===== config.mk =====
export PLATFORM = sky130hd
export DESIGN_NAME = aurora_bist_multilane
export DESIGN_NICKNAME = d
export VERILOG_FILES = /design/src/rtl/aurora_bist_multilane.sv
export SDC_FILE = /design/constraint.sdc
export NUM_CORES = 2
export LEC_CHECK = 0
export CAP_MARGIN = 10
export CORE_AREA = 2 2 365 367
export CTS_CLUSTER_SIZE = 20
export DETAILED_ROUTE_END_ITERATION = 16
export DIE_AREA = 0 0 367 369
export SYNTH_ARGS = -nofsm -noshare
export SYNTH_HDL_FRONTEND = slang
export SYNTH_SLANG_ARGS = --single-unit

===== constraint.sdc =====
create_clock -name clk -period 3.5 [get_ports clk]
set_input_delay 0.7 -clock clk [delete_from_list [all_inputs] [get_ports clk]]
set_output_delay 0.7 -clock clk [all_outputs]
set_load 0.01 [all_outputs]

===== src/rtl/aurora_bist_multilane.sv =====
// Multi-lane PRBS31 BIST: throttled generator on m_axis, self-synchronising checker on s_axis, optional loopback.
// Generator and checker are registered. Loopback is combinational. The generator holds each word until tready, and the checker never backpressures.
module aurora_bist_multilane #(
  parameter int          NUM_LANES     = 4,
  parameter int          DATA_W        = 64,
  parameter int          CNT_W         = 48,
  parameter logic [30:0] SEED          = 31'h1,
  parameter int          LOCK_THRESH   = 16,
  parameter int          UNLOCK_THRESH = 8
) (
  input  logic                           clk,
  input  logic                           areset_n,
  input  logic                           gen_en,
  input  logic                           checker_en,
  input  logic                           loopback_en,
  input  logic [5:0]                     gen_rate,
  output logic [NUM_LANES*DATA_W-1:0]    m_axis_tdata,
  output logic [NUM_LANES-1:0]           m_axis_tvalid,
  input  logic [NUM_LANES-1:0]           m_axis_tready,
  input  logic [NUM_LANES*DATA_W-1:0]    s_axis_tdata,
  input  logic [NUM_LANES-1:0]           s_axis_tvalid,
  output logic [NUM_LANES-1:0]           s_axis_tready,
  output logic [NUM_LANES-1:0]           checker_locked,
  output logic [NUM_LANES*CNT_W-1:0]     checker_samps,
  output logic [NUM_LANES*CNT_W-1:0]     checker_errors
);

  localparam int RUN_W = $clog2(LOCK_THRESH + 1);
  localparam int BAD_W = $clog2(UNLOCK_THRESH + 1);

  // Next DATA_W bits of x^31+x^28+1 from state st; first bit lands in the MSB.
  // With DATA_W >= 31 the successor state is simply the word's low 31 bits.
  function automatic logic [DATA_W-1:0] prbs_word(input logic [30:0] st);
    logic [30:0]       s;
    logic              b;
    logic [DATA_W-1:0] w;
    s = st;
    w = '0;
    for (int k = DATA_W - 1; k >= 0; k--) begin
      b    = s[30] ^ s[27];
      s    = {s[29:0], b};
      w[k] = b;
    end
    return w;
  endfunction

  logic [5:0] phase;

  always_ff @(posedge clk or negedge areset_n) begin
    if (!areset_n) phase <= 6'd0;
    else           phase <= phase + 6'd1;
  end

  for (genvar i = 0; i < NUM_LANES; i++) begin : g_lane
    logic [30:0]       lfsr;
    logic [DATA_W-1:0] gen_dat;
    logic              gen_vld;
    logic [DATA_W-1:0] gen_nxt;
    logic [DATA_W-1:0] s_word;
    logic              s_acc;
    logic              good;
    logic              have_prev;
    logic [30:0]       w_prev;
    logic [RUN_W-1:0]  run;
    logic [BAD_W-1:0]  bad_run;
    logic              locked;
    logic [CNT_W-1:0]  samps;
    logic [CNT_W-1:0]  errors;

    assign gen_nxt = prbs_word(lfsr);

    always_ff @(posedge clk or negedge areset_n) begin
      if (!areset_n) begin
        lfsr    <= SEED + 31'(i);
        gen_dat <= '0;
        gen_vld <= 1'b0;
      end else if (loopback_en) begin
        gen_vld <= 1'b0;
      end else if ((!gen_vld || m_axis_tready[i]) && gen_en && (phase <= gen_rate)) begin
        gen_dat <= gen_nxt;
        lfsr    <= gen_nxt[30:0];
        gen_vld <= 1'b1;
      end else if (m_axis_tready[i]) begin
        gen_vld <= 1'b0;
      end
    end

    assign m_axis_tdata[i*DATA_W +: DATA_W] = loopback_en ? s_axis_tdata[i*DATA_W +: DATA_W] : gen_dat;
    assign m_axis_tvalid[i]                 = loopback_en ? s_axis_tvalid[i] : gen_vld;
    assign s_axis_tready[i]                 = loopback_en ? m_axis_tready[i] : 1'b1;

    assign s_word = s_axis_tdata[i*DATA_W +: DATA_W];
    assign s_acc  = s_axis_tvalid[i] & s_axis_tready[i];
    // All-zero words are rejected so a stuck-at-zero link can never look locked.
    assign good   = (s_word == prbs_word(w_prev)) && (s_word != '0);

    always_ff @(posedge clk or negedge areset_n) begin
      if (!areset_n) begin
        have_prev <= 1'b0;
        w_prev    <= '0;
        run       <= '0;
        bad_run   <= '0;
        locked    <= 1'b0;
        samps     <= '0;
        errors    <= '0;
      end else if (!checker_en) begin
        have_prev <= 1'b0;
        w_prev    <= '0;
        run       <= '0;
        bad_run   <= '0;
        locked    <= 1'b0;
        samps     <= '0;
        errors    <= '0;
      end else if (s_acc) begin
        w_prev    <= s_word[30:0];
        have_prev <= 1'b1;
        if (have_prev) begin
          if (!locked) begin
            if (!good) begin
              run <= '0;
            end else if (run == RUN_W'(LOCK_THRESH - 1)) begin
              locked  <= 1'b1;
              run     <= '0;
              bad_run <= '0;
            end else begin
              run <= run + RUN_W'(1);
            end
          end else if (good) begin
            bad_run <= '0;
            if (samps != '1) samps <= samps + CNT_W'(1);
          end else begin
            if (errors != '1) errors <= errors + CNT_W'(1);
            if (bad_run == BAD_W'(UNLOCK_THRESH - 1)) begin
              locked  <= 1'b0;
              bad_run <= '0;
              run     <= '0;
            end else begin
              bad_run <= bad_run + BAD_W'(1);
            end
          end
        end
      end
    end

    assign checker_locked[i]                = locked;
    assign checker_samps[i*CNT_W +: CNT_W]  = samps;
    assign checker_errors[i*CNT_W +: CNT_W] = errors;
  end

endmodule


==> metrics <==
post-synth top area share 0.413; Int Pwr 23.5 mW; dpl cell area 64400 um2; die area 135000 um2; min Tclk post-route 3.38 ns; CP arrival 3.97 ns; nets 6929; CTS buffer count 99; starting density of the core 0.378; GR Overflow Total 0; Finish-stage setup viols 0; Gate power share 0.295; sequential share of the synthesized area 0.416; gpl congestion 0.972; Layout Cells excl Fill 8473; Core ar. 131000 um2; Critical Path RT 4.08 ns; CTS tree done; final core utilization 0.519; Peak Freq 296 MHz; share of power burned in registers 0.389; CP Launch Type primary input; Cell variety after synth 72; worst skew pair latency 0.73 ns; Layout area overhead 37.4%; CTS sink count 823; FF+latch count, synth 823; worst-path fanout max 14; HPWL after detailed placement 162 mm; max-slew violations 0; VDD IR-drop max 0.554 mV; PD cells 524 nW/um2; Site Rows 133; skew final 0.0530 ns; Die Width 367 um; Cells after DPL 8280; die height 369 um; worst slew pin tran 1.07 ns; MaxCap Viol Count 0; Worst setup EP type flip-flop; Worst Setup Path Type primary input to flip-flop; root buffer cell clkbuf_16; Hold Violations, Final 0; predominant post-synthesis flop cell dfrtp_1; initial drt markers 4100; YS warnings 0; Routed Antenna Nets 0; Max H-tree Level 3; final WL 208 mm; IO Pins 927; global-route wire length before repair 304 mm; Post-Synthesis Cells 5401; Avg Synthesized Cell Area 9.18 um2; unrepaired setup endpoints after global routing no; clock-pin slew on the worst setup and hold paths 0.06 ns; Avg WL per Cell 24.5 um; main area contributors after synthesis dfrtp_1 41%, xnor2_1 7.6%, mux2_2 6.2%, nand2_1 6.1%, xor2_1 5.4%; leak pwr 29.0 nW; vias post-DR 46300; Slew Limit Headroom 0.288; FFs w/ async S/R, synth 1.00; post-synth net total 5699; P_sw 12.2 mW; status finished, final reports clean; Design Area, Final 68100 um2; Port Buf Inserts 926; vias in the first global route 44900; EDFF count, synth 0; Min-Delay Path Class primary input to flip-flop; share of layout cells above drive strength 1 0.165; fin crit share 0.967; gr usage total 0.298; cell area after synthesis 49600 um2; antenna violations before repair 9; Yosys top cell by area dfrtp_1; largest net degree at the start of global routing 123; Clock Power Share 0.316; Via density 5.46; # DRC 0; clock buffer depth 3; Sw Share 0.342; First-pass DRT Iterations 6
-- layer usage --
metal,routed length [um],track usage,vias to the layer above
li1,-,-,21100
met1,87900,0.397,22900
met2,94500,0.466,1800
met3,15500,0.0612,424
met4,9920,0.134,10
met5,74,0,-
-- cells in the final DEF (no fill, tap or decap), types with 223 or more instances in the layout --
| cell | count |
|---|---|
| xor2_1 | 303 |
| mux2_2 | 275 |
| a21oi_1 | 223 |
| xnor2_1 | 428 |
| nand2_1 | 804 |
| o21ai_0 | 316 |
| dfrtp_1 | 815 |
| clkdlybuf4s50_1 | 921 |
| buf_4 | 581 |
| nor2_1 | 317 |
-- through the flow --
stage / setup WS (ns) / total power [mW] / hold slack (ns) / TNS [ns]
final: 0.117 / 35.7 / 0.335 / 0
after global placement: -0.791 / 24.3 / 0.459 / -181.62
after detailed placement: -0.778 / 24.4 / 0.467 / -177.97
after CTS: 0.0631 / 35.9 / 0.282 / 0
after floorplan: 0.374 / 19.0 / 0.404 / 0
after global routing: 0.00810 / 37.3 / 0.320 / 0
-- synth_stat cells, types with 17 or more instances --
library cell  number
dfrtp_1          818
nand2_1          805
xnor2_1          428
nor2_1           317
o21ai_0          316
xor2_1           304
clkbuf_1         287
mux2_2           275
a21oi_1          224
nand3_1          213
nand4_1          152
and3_1           144
nor4_1           129
nor3_1           107
or3_1             93
buf_1             87
nand2b_1          79
mux2i_1           71
inv_1             66
xnor3_1           60
and2_1            48
and4_1            48
buf_2             30
o22ai_1           24
o31ai_1           24
ha_1              23
or4_1             21
nor4b_1           17
o21a_1            17
-- cells by family after synthesis --
logic type,Yosys count,synth area share
simple gates,2239,0.225
flops,823,0.416
xor+xnor,803,0.162
compound gates,690,0.0780
buf+inv,477,0.0374
mux,346,0.0768
fa+ha+maj,23,0.00581
-- power by group through the flow --
stage	Clock [mW]	Sequential (mW)	Combinational, mW
2_1_floorplan	0	11.8	7.20
3_3_place_gp	0	14.0	10.3
3_5_place_dp	0	14.0	10.4
4_1_cts	11.5	13.8	10.5
5_1_grt	11.9	14.1	11.4
6_report	11.3	13.9	10.5
-- worst max-delay path: stages --
cell and delay (ns):
clkdlybuf4s50_1 0.51, buf_4 0.21, nor4_1 0.36, nand4_1 0.13, nor4_1 0.43, buf_4 0.22
nor2_1 0.05, nand3_1 0.10, nor3_2 0.05, buf_4 0.16, or3_1 0.36, buf_4 0.19
o311ai_0 0.36, o41ai_1 0.14
-- state kept, by name, indices dropped and copies added (netlist names), 6 cells and up --
signal,flops
g_lane.bad_run,16
g_lane.lfsr,120
g_lane.run,20
g_lane.samps,192
g_lane.w_prev,124
g_lane.errors,192
phase,6
g_lane.gen_dat,141
-- cell type report --
| class | count | area (um2) |
|---|---|---|
| clock buffer | 134 | 2820 |
| fill | 12300 | 63000 |
| tap | 1755 | 2200 |
| clock inverter | 50 | 748 |
| antenna | 4 | 10.0 |
| inverter | 66 | 255 |
| multi-input combinational | 4101 | 27200 |
| timing repair buffer | 1540 | 14300 |
| sequential | 823 | 20600 |
-- worst paths after layout --
path	startpoint	to	slack, ns	cells past startpoint
worst min-delay path	checker_en	g_lane[1].errors[22]	0.34	3
worst max register to register	g_lane[2].w_prev[26]	g_lane[2].samps[14]	0.19	10
min in group asynchronous	areset_n	g_lane[0].lfsr[12]	0.56	2
max in group asynchronous	areset_n	g_lane[2].samps[7]	1.88	3
worst max-delay path	s_axis_tdata[77]	g_lane[1].errors[5]	0.12	14
worst min register to register	phase[0]	phase[0]	0.47	1
-- timing repair --
| item | CTS | global route |
|---|---|---|
| setup endpoints to repair | 10 | 69 |
| hold buffers | 1 | 0 |
| hold endpoints to repair | 27 | 0 |
| setup buffers | 0 | 4 |
| pin swaps | 0 | 4 |
| resized for setup | 3 | 13 |
| cloned | 0 | 0 |
Note: power is estimated with default switching activity, not from simulation.
